<file path="src/rtl/mwc_pkg.sv">
// Shared encodings for the data-memory write checker: entry modes, FSM states, fail codes.
package mwc_pkg;

    localparam logic [1:0] MODE_OFF = 2'b00;
    localparam logic [1:0] MODE_AD  = 2'b01;
    localparam logic [1:0] MODE_D   = 2'b10;
    localparam logic [1:0] MODE_A   = 2'b11;

    localparam logic [1:0] S_IDLE = 2'b00;
    localparam logic [1:0] S_RUN  = 2'b01;
    localparam logic [1:0] S_PASS = 2'b10;
    localparam logic [1:0] S_FAIL = 2'b11;

    localparam logic [1:0] FAIL_NONE     = 2'b00;
    localparam logic [1:0] FAIL_MISMATCH = 2'b01;
    localparam logic [1:0] FAIL_TIMEOUT  = 2'b10;

endpackage

</file>
<file path="src/rtl/mwc_entry_match.sv">
// Combinational compare of one expected-write table entry against the core store bus.
module mwc_entry_match
    import mwc_pkg::*;
#(
    parameter int unsigned WIDTH = 32
) (
    input  logic [1:0]       mode,
    input  logic [WIDTH-1:0] exp_addr,
    input  logic [WIDTH-1:0] exp_data,
    input  logic [WIDTH-1:0] dataadr,
    input  logic [WIDTH-1:0] writedata,
    output logic             match_c
);

    logic addr_eq;
    logic data_eq;

    assign addr_eq = (dataadr == exp_addr);
    assign data_eq = (writedata == exp_data);

    always_comb begin
        match_c = 1'b0;
        case (mode)
            MODE_AD: match_c = addr_eq && data_eq;
            MODE_D:  match_c = data_eq;
            MODE_A:  match_c = addr_eq;
            default: match_c = 1'b0;
        endcase
    end

endmodule

</file>
<file path="config.mk">
export PLATFORM = sky130hd
export DESIGN_NAME = mwc_entry_match
export DESIGN_NICKNAME = d
export VERILOG_FILES = /design/src/rtl/mwc_pkg.sv /design/src/rtl/mwc_entry_match.sv
export SDC_FILE = /design/constraint.sdc
export NUM_CORES = 1
export LEC_CHECK = 0
export ABC_AREA = 1
export CAP_MARGIN = 20
export CORE_MARGIN = 2
export CORE_UTILIZATION = 27
export DETAILED_ROUTE_END_ITERATION = 10
export PLACE_DENSITY = 0.85
export SYNTH_ARGS = -nofsm -noshare
export SYNTH_HDL_FRONTEND = slang
export SYNTH_SLANG_ARGS = --single-unit
export TNS_END_PERCENT = 20
</file>
<file path="constraint.sdc">
create_clock -name vclk -period 1.6
set_input_delay 0.32 -clock vclk [all_inputs]
set_output_delay 0.32 -clock vclk [all_outputs]
set_load 0.01 [all_outputs]
</file>
Word-level counts from Yosys, hierarchy flattened

Index checks and enable logic that the tools add are counted.

Multiplexer cells: 1
Reduce and logical (&&, ||, !) cells: 1
Equality and inequality tests: 5

Operators by type and width:

| kind                 | count |
|---|---|
| $eq A32 B32 Y1       | 2 |
| $eq A2 B2 Y1 const B | 2 |
| $pmux W1 S3          | 1 |
| $eq A2 B1 Y1 const B | 1 |
| $logic_and A1 B1 Y1  | 1 |

Register bits: 0
Output and inout bits: 1

Longest topological paths before layout

Gate-level depths: netlist (run 1).

Depth in word-level cells: 3
Gate-level depth with buffers: 12
Depth with buffers taken out: 12

Least setup slack after synthesis (run 1)

OpenSTA, ideal clock, no wires.

Kind: input port to output port
Start point: in exp_addr[4]
End point: out match_c
Data required time: 1.280 ns
Setup slack: 0.235 ns
Stages on the path: 8
Arrival: 1.045 ns
Cells stage by stage: or2_0 -> a21oi_1 -> nand2_1 -> nor2_1 -> nand3_1 -> nand2_1 -> nand2_1 -> inv_1

Longest elaborated chain between the ends: 3

RTL lines:

| element             | RTL line              | text |
|---|---|---|
| start, declared     | mwc_entry_match.sv:8  | `input logic [WIDTH-1:0] exp_addr,` |
| $eq A32 B32 Y1 *    | mwc_entry_match.sv:18 | `assign addr_eq = (dataadr == exp_addr);` |
| $logic_and A1 B1 Y1 | mwc_entry_match.sv:24 | `MODE_AD: match_c = addr_eq && data_eq;` |
| $pmux W1 S3 *       | mwc_entry_match.sv:23 | `case (mode)` |
| end, declared       | mwc_entry_match.sv:12 | `output logic match_c` |

Mark *: on every way between the ends. The rest lies on a longest branch, timed or not.

Worst setup path after layout (run 1)

Start point: in exp_addr[20]
End point: out match_c

The elaborated chain is that of the path after synthesis.

==> run metrics, run 1 <==
GRT Resource Usage Total between 10% and 20%; crit path max fanout 1; DRT iter0 DRCs 31; outcome finished, violations left; Die Width 66.17 um; Std-Cell Rows 22; initial antenna violation count 0; Area Growth Syn to Fin 102.0%; RSZ-0062 raised after global routing yes; worst-margin pin slew 0.1737 ns; Max Fclk a little over 600 MHz; I/O Buffers 131; multiplexer share of the synthesized area 0%; detailed-route wire length 4.054 mm; largest net degree at the start of global routing 3; max capacitance violation total 0; failing checks setup timing; commonest non-fill, non-tap cells in the layout nand2_1, buf_2, inv_1, nor2_1, clkbuf_2; vias around 1700; DR DRC count 0; Max IR drop VDD 0.08745 mV; multi-input combinational cell area 959.7 sq um; Final TNS setup -0.04730 ns; Final ANT Viol Nets 0; number of global-route vias before repair 1631; main combinational cell family by area after synthesis simple AND/OR/NAND/NOR gates; num ports 131; Placed Cells incl. Taps 404; layout cells sized above 1 36.59%; Final Util between 50% and 60%; Hold Crit Depth 6; Synth Area per Inst 4.658 sq um; GPL Wtd Cong a little over 0.8; final hold viol count 0; die height 66.17 um; Place WS -0.8968 ns; Final Max Tran Viols 0; number of distinct library cells after synthesis 14; WL per Instance 9.985 um; Post-Syn Instances 224; Worst Path Arrival 1.33 ns; Synth Area in Compound Gates 5.635%; Synth Area in XOR/XNOR 28.54%; min-delay src mode[0]; crit path kind input pin to primary output; non-filler cells, final between 400 and 500; synthesis warning total 0; Vias/cell around 4.1; Core Area 3689 sq um; pwr dens between 200 and 250 nW/um^2; CP endpoint kind primary output; clock buffer count in the final layout 0; hpwl dp 3.558 mm; cell area after synthesis 1044 sq um; first-pass GRT wire length 6.348 mm; CP Launch Type input pin; register area share after synthesis 0%; Final min period 1.647 ns; synthesized-area fraction occupied by adder cells 0%; FFs & Latches 0; Leakage 1.283 nW; drt first pass iters 3; layout filler cell count 416; most common cell after layout, fill and taps aside nand2_1; Max-Slew Margin vs Limit 88.38%; Hold EP match_c; Sequential Area 0 sq um; required time of the critical path 1.28 ns; die area 4378 sq um; # diodes 0; Starting Density 28.29%; gr ovfl total 0; # nets final 490; Hold WC Path Type input pin to primary output; final setup vio count 1; simple-gate share of the synthesized area 47.48%; Syn Nets 354; Hold Buf Count CTS 0; Final Cycle Share 103.0%; worst setup margin -0.04730 ns
## Yosys cell counts
cell	n	area share, %
nand2_1	96	35
inv_1	50	18
xnor2_1	27	23
nor2_1	24	8.6
xor2_1	7	5.9
nand3_1	4	1.9
o21ai_0	4	1.9
a21oi_1	3	1.4
o22ai_1	3	1.8
or2_0	2	1.2
inv_2	1	0.36
nand4_1	1	0.60
nor2_2	1	0.60
o21ai_1	1	0.48
## cell families after synthesis
| family | Yosys count |
|---|---|
| AOI/OAI and AO/OA | 11 |
| xor gates and xnor gates | 34 |
| buffers and inverters | 51 |
| and+or+nand+nor | 128 |
## critical path, cell delays in order
cell and delay, ns:
clkdlybuf4s15_1 0.17, xor2_1 0.14, nor2_1 0.16, nand3_1 0.11, nor2_2 0.10, nand3_1 0.07, nand2_1 0.07, nand2_1 0.05
inv_2 0.05, buf_6 0.09
## routing by layer
layer  routed length [um]  vias up  part of all wire (%)  track usage (%)
li1                     -      909                     -                -
met1                 1379      692                    34            19.49
met2                 2201       72                    54            36.88
met3                  401        6                   9.9            2.726
met4                   72        0                   1.8            2.806
met5                    0        -                     0                0
## how the worst max path moves through the flow
stage,cells past startpoint,slack (ns),from,end
final,10,-0.05,exp_addr[20],match_c
after global placement,12,-0.84,mode[0],match_c
after global routing,13,-0.15,exp_data[9],match_c
after floorplan,8,0.24,exp_addr[4],match_c
after CTS,11,-0.06,writedata[2],match_c
after detailed placement,11,-0.90,writedata[2],match_c
## through the flow
stage / hold slack (ns) / area, sq um / total power, mW
CTS: 1.059 / 2175 / 0.4650
detailed placement: 1.705 / 2422 / 0.5527
global placement: 1.697 / 2422 / 0.5372
finish: 1.058 / 2108 / 0.4648
global route: 1.101 / 2108 / 0.5221
floorplan: 0.8149 / 1044 / 0.1812
## where the power goes
| group | leakage, nW | internal, mW | total [mW] | switching, mW |
|---|---|---|---|---|
| logic | 1.28 | 0.274 | 0.465 | 0.190 |
| registers | 0 | 0 | 0 | 0 |
| clock network | 0 | 0 | 0 | 0 |
| total | 1.28 | 0.274 | 0.465 | 0.190 |
## final cells by class
type | count | share of cell area, %
Timing Repair Buffer | 134 | 42.55
Inverter | 51 | 9.080
Multi-Input combinational cell | 173 | 45.52
Tap cell | 48 | 2.849
## repair_timing
item | 4_1_cts | 5_1_grt
cloned | 0 | 0
gates resized for setup | 393 | 43
endpoints found under the setup margin | 1 | 1
buffers inserted | 2 | 0
pin swaps | 119 | 56
(Power assumes the default switching activity.)
==> run 2: changes to the inputs <==
Settings changed: SETUP_SLACK_MARGIN set to 0.4.
==> run metrics, run 2 (same netlist as run 1, synthesis figures left out) <==
Vias/cell 4.143 (+0.19%); Sequential Area 0 sq um (unchanged); Design Power 0.4391 mW (-5.5%); CP Launch Type input pin; final setup vio count 1 (unchanged); largest net degree at the start of global routing 3 (unchanged); Final Cycle Share 101.9% (-1.0 points); worst-margin pin slew 0.1358 ns (-0.03792 ns); max capacitance violation total 0 (unchanged); Die Width 66.17 um (unchanged); crit path max fanout 2 (+1); # nets final 489 (-0.20%); hpwl dp 3.625 mm (+1.9%); Starting Density 28.29% (unchanged); FFs & Latches 0 (unchanged); num ports 131 (unchanged); failing checks setup timing; crit path kind input pin to primary output; DP Area 2422 sq um (unchanged); RSZ-0062 raised after global routing yes; gr ovfl total 0 (unchanged); most common cell after layout, fill and taps aside nand2_1; crit path cell chain dlygate4sd2_1, nand2_1, nand2_1, nor2_1, nand3_1, nor2_2, nand3_2, nand2_1, nand2_1, inv_2, buf_6; outcome finished, violations left; Leakage 1.235 nW (-3.7%); most frequent CP cell nand2_1; GRT Resource Usage Total 17.41% (-0.71 points); I/O Buffers 131 (unchanged); WL per Instance 9.709 um (-2.8%); Final min period 1.631 ns (-0.01624 ns); DR DRC count 0 (unchanged); first-pass GRT wire length 6.223 mm (-2.0%); layout cells sized above 1 40.62% (+4.0 points); clock buffer count in the final layout 0 (unchanged); final hold viol count 0 (unchanged); Worst Path Arrival 1.31 ns (-0.02 ns); pwr dens 220.0 nW/um^2 (-0.21%); Max-Slew Margin vs Limit 90.90% (+2.5 points); CP endpoint kind primary output; Slowest Stage Delay on Critical Path 0.24 ns (+0.07 ns); GPL Wtd Cong 0.7624 (-5.4%); Final Max Tran Viols 0 (unchanged); Area Growth Syn to Fin 91.25%; commonest non-fill, non-tap cells in the layout nand2_1, buf_2, inv_1, xnor2_1, nor2_1; die area 4378 sq um (unchanged); vias 1678 (-0.060%); Hold Buf Count CTS 0 (unchanged); number of global-route vias before repair 1587 (-2.7%); cell area after layout 1996 sq um (-5.3%); DRT iter0 DRCs 22 (-29%); detailed-route wire length 3.932 mm (-3.0%); die height 66.17 um (unchanged); required time of the critical path 1.28 ns (about the same); Final ANT Viol Nets 0 (unchanged); Core Area 3689 sq um (unchanged); Max Fclk 613.1 MHz (+1.0%); worst setup margin -0.03107 ns (+0.01624 ns); initial antenna violation count 0 (unchanged); # diodes 0 (unchanged); drt first pass iters 4 (+1); Hold WC Path Type input pin to primary output; slowest CP cell dlygate4sd2_1; Max IR drop VDD 0.08332 mV (-4.7%); Std-Cell Rows 22 (unchanged)
run 2: cell count changes in the layout (fill, tap and decap cells not counted), moves of 3 or more:
cell | before | now
buf_2 | 67 | 91
dlygate4sd2_1 | 14 | 3
clkbuf_2 | 20 | 13
clkdlybuf4s15_1 | 19 | 12
xnor2_1 | 17 | 21
xnor2_2 | 10 | 6
buf_6 | 9 | 12
run 2: report_power, final:
part / total [mW] / switching (mW) / internal [mW]
Clock: 0 / 0 / 0
Sequential: 0 / 0 / 0
Combinational: 0.439 / 0.180 / 0.259
run 2: worst paths after layout:
path    startpoint       to  depth (start not counted)
min        mode[0]  match_c                          6
max   exp_addr[16]  match_c                         11
run 2: area by class of cell:
cell class,count,area (sq um)
fillers,433,1693
multi-input cells,173,924.6
well taps,48,60.06
repair buffers,133,819.5
inverters,51,191.4
run 2: layer usage:
| layer | wire length, um | up-vias | track usage (%) |
|---|---|---|---|
| met3 | 359 | 4 | 2.215 |
| met1 | 1473 | 699 | 18.55 |
| met2 | 2054 | 66 | 36.25 |
| met4 | 44 | 0 | 2.041 |
| li1 | - | 909 | - |
| met5 | 0 | - | 0 |
run 2: stage by stage:
stage          TNS (ns)  hold slack [ns]  instances  setup WS [ns]  utilization, %
2_1_floorplan         0           0.8164        224         0.2755               -
3_3_place_gp    -0.8484            1.702        404        -0.8484           65.67
3_5_place_dp    -0.8931            1.726        404        -0.8931           65.67
4_1_cts        -0.04567            1.070        405       -0.04567           55.46
5_1_grt         -0.1210            1.104        405        -0.1210           54.10
6_report       -0.03107            1.068        405       -0.03107           54.10
run 2: timing repair:
action                                  CTS  global route
setup buffers                             1             0
pin swaps                               127            43
gates resized for setup                 442            38
endpoints found under the setup margin    1             1
run 2: critical path: cells and delay by family:
| kind | cells | cell delay (ns) |
|---|---|---|
| and+or+nand+nor | 8 | 0.60 |
| buffers and inverters | 3 | 0.38 |
==> RTL edit, RTL diff (config.mk and constraints of run 1) <==
Set the parameter `WIDTH` to 16 (it was 32).
--- a/src/rtl/mwc_entry_match.sv
+++ b/src/rtl/mwc_entry_match.sv
@@ -2,7 +2,7 @@
 module mwc_entry_match
     import mwc_pkg::*;
 #(
-    parameter int unsigned WIDTH = 32
+    parameter int unsigned WIDTH = 16
 ) (
     input  logic [1:0]       mode,
     input  logic [WIDTH-1:0] exp_addr,
Interface: changed (resized dataadr, exp_addr, exp_data and writedata); port bits go from 131 to 67. No check against the original RTL was run, so the function may have changed too.
==> RTL edit against run 1 <==
  * Design area is 41% lower
  * Worst setup slack better by 0.079 ns
  * Worst hold slack better by 0.10 ns
  * Combinational power decreased by 45%
  * Routed wire length down 52%
  * Cell count fell by 37%
  * Synthesized area decreased by 39%
  * Total power down 45%
  * Largest power group unchanged
==> RTL edit: results (changes against run 1) <==
[hold_path]
hold_depth=7  ; +1
hold_path_class=in -> out
worstHoldStart=mode[0]

[placed_design]
gp_congestion=0.697  ; -14%
portBuffers=67  ; -49%
dp_slack_ns=-0.761  ; +0.136 ns
dpl.hpwl_mm=1.74  ; -51%

[timing]
hold_viol_final=0  ; unchanged
setup_violations=0  ; -1
min_period_over_period_pct=98.0  ; -4.9 points
worstMarginPinSlew_ns=0.169  ; -0.00515 ns
hold_ws_ns=1.16  ; +0.102 ns

[run_status]
status=finished, final reports clean

[power_and_ir_drop]
irDropWorstVdd_v=0.0000959  ; +9.6%
power.leakage_nw=0.845  ; -34%

[logic_synthesis]
ys_types=10  ; -4
synth_common_cells=67 x nand2_1, 45 x inv_1, 30 x nor2_1
synthMuxAreaShare_pct=0  ; unchanged
synth_compound_area_share_pct=5.09  ; -0.55 points
synth_area_leaders=nand2_1 39%, inv_1 26%, nor2_1 18%
synth_xor_area_share_pct=5.48  ; -23 points
syn_nets=225  ; -36%

[cells_and_area]
n_sequential_cell=0  ; unchanged
fillers=250  ; -40%
nets=297  ; -39%
insertedDiodeCount=0  ; unchanged
drive_above_1_share_pct=39.3  ; +2.7 points

[detailed_routing]
wl_per_cell_um=7.50  ; -25%
drt_iter0_drc=9  ; -71%
viasPerCell=4.00  ; -3.2%
drt_first_pass_iters=4  ; +1

[global_route]
grt_pass1_vias=886  ; -46%
grt_use_total_pct=14.3  ; -3.8 points
grt_pass1_wl_mm=3.24  ; -49%

[worst_setup_path]
arrival_ns=1.25  ; -0.08 ns

-- RTL edit: changes by cell type after synthesis, moves of 5 or more --
cell	change
nor2_1	+6
nand2_1	-29
xnor2_1	-27
inv_1	-5
-- RTL edit: kinds of logic (layout without fill, tap and decap cells) --
group,Yosys count,after routing
xor+xnor,4,4
buf+inv,45,115
simple gates,104,104
compound gates,6,6
-- RTL edit: area by class of cell --
cell class / instances / area [um^2] / share of cell area [%]
inverters: 45 / 169 / 13.6
multi-input cells: 114 / 524 / 42.1
well taps: 28 / 35.0 / 2.81
repair buffers: 70 / 517 / 41.5
-- RTL edit: layer usage --
layer / vias up / GRT usage, % / wire length, um
met2: 31 / 28.3 / 1050
met4: 0 / 0 / 0
met1: 414 / 17.5 / 752
li1: 584 / - / -
met5: - / 0 / 0
met3: 0 / 0.857 / 128
-- RTL edit: critical path, stage by stage --
cell and delay (ns):
dlygate4sd2_1 0.24, xor2_1 0.13, nor3_1 0.18, nand3_1 0.10
nand2_1 0.08, nand2_1 0.06, inv_2 0.05, buf_6 0.09
-- RTL edit: worst max-delay path by stage --
stage | start | to | cells after the start
2_1_floorplan | writedata[8] | match_c | 10
3_3_place_gp | writedata[8] | match_c | 12
3_5_place_dp | writedata[8] | match_c | 12
4_1_cts | exp_addr[13] | match_c | 12
5_1_grt | exp_data[5] | match_c | 11
6_report | exp_addr[1] | match_c | 8
-- RTL edit: stage by stage --
step	TNS, ns	cells	instance area, um^2
2_1_floorplan	0	159	639
3_3_place_gp	-0.708	256	1360
3_5_place_dp	-0.761	256	1360
4_1_cts	0	257	1230
5_1_grt	-0.0159	257	1240
6_report	0	257	1240
-- RTL edit: where the power goes --
part,total [W],leakage (nW),internal [W],switching [W]
Sequential,0,0,0,0
Clock,0,0,0,0
Combinational,0.000255,0.845,0.000147,0.000108
-- RTL edit: repair_timing --
action,4_1_cts,5_1_grt
pin swaps,76,58
setup buffers,1,0
endpoints found under the setup margin,1,1
cloned,0,0
gates resized for setup,176,90
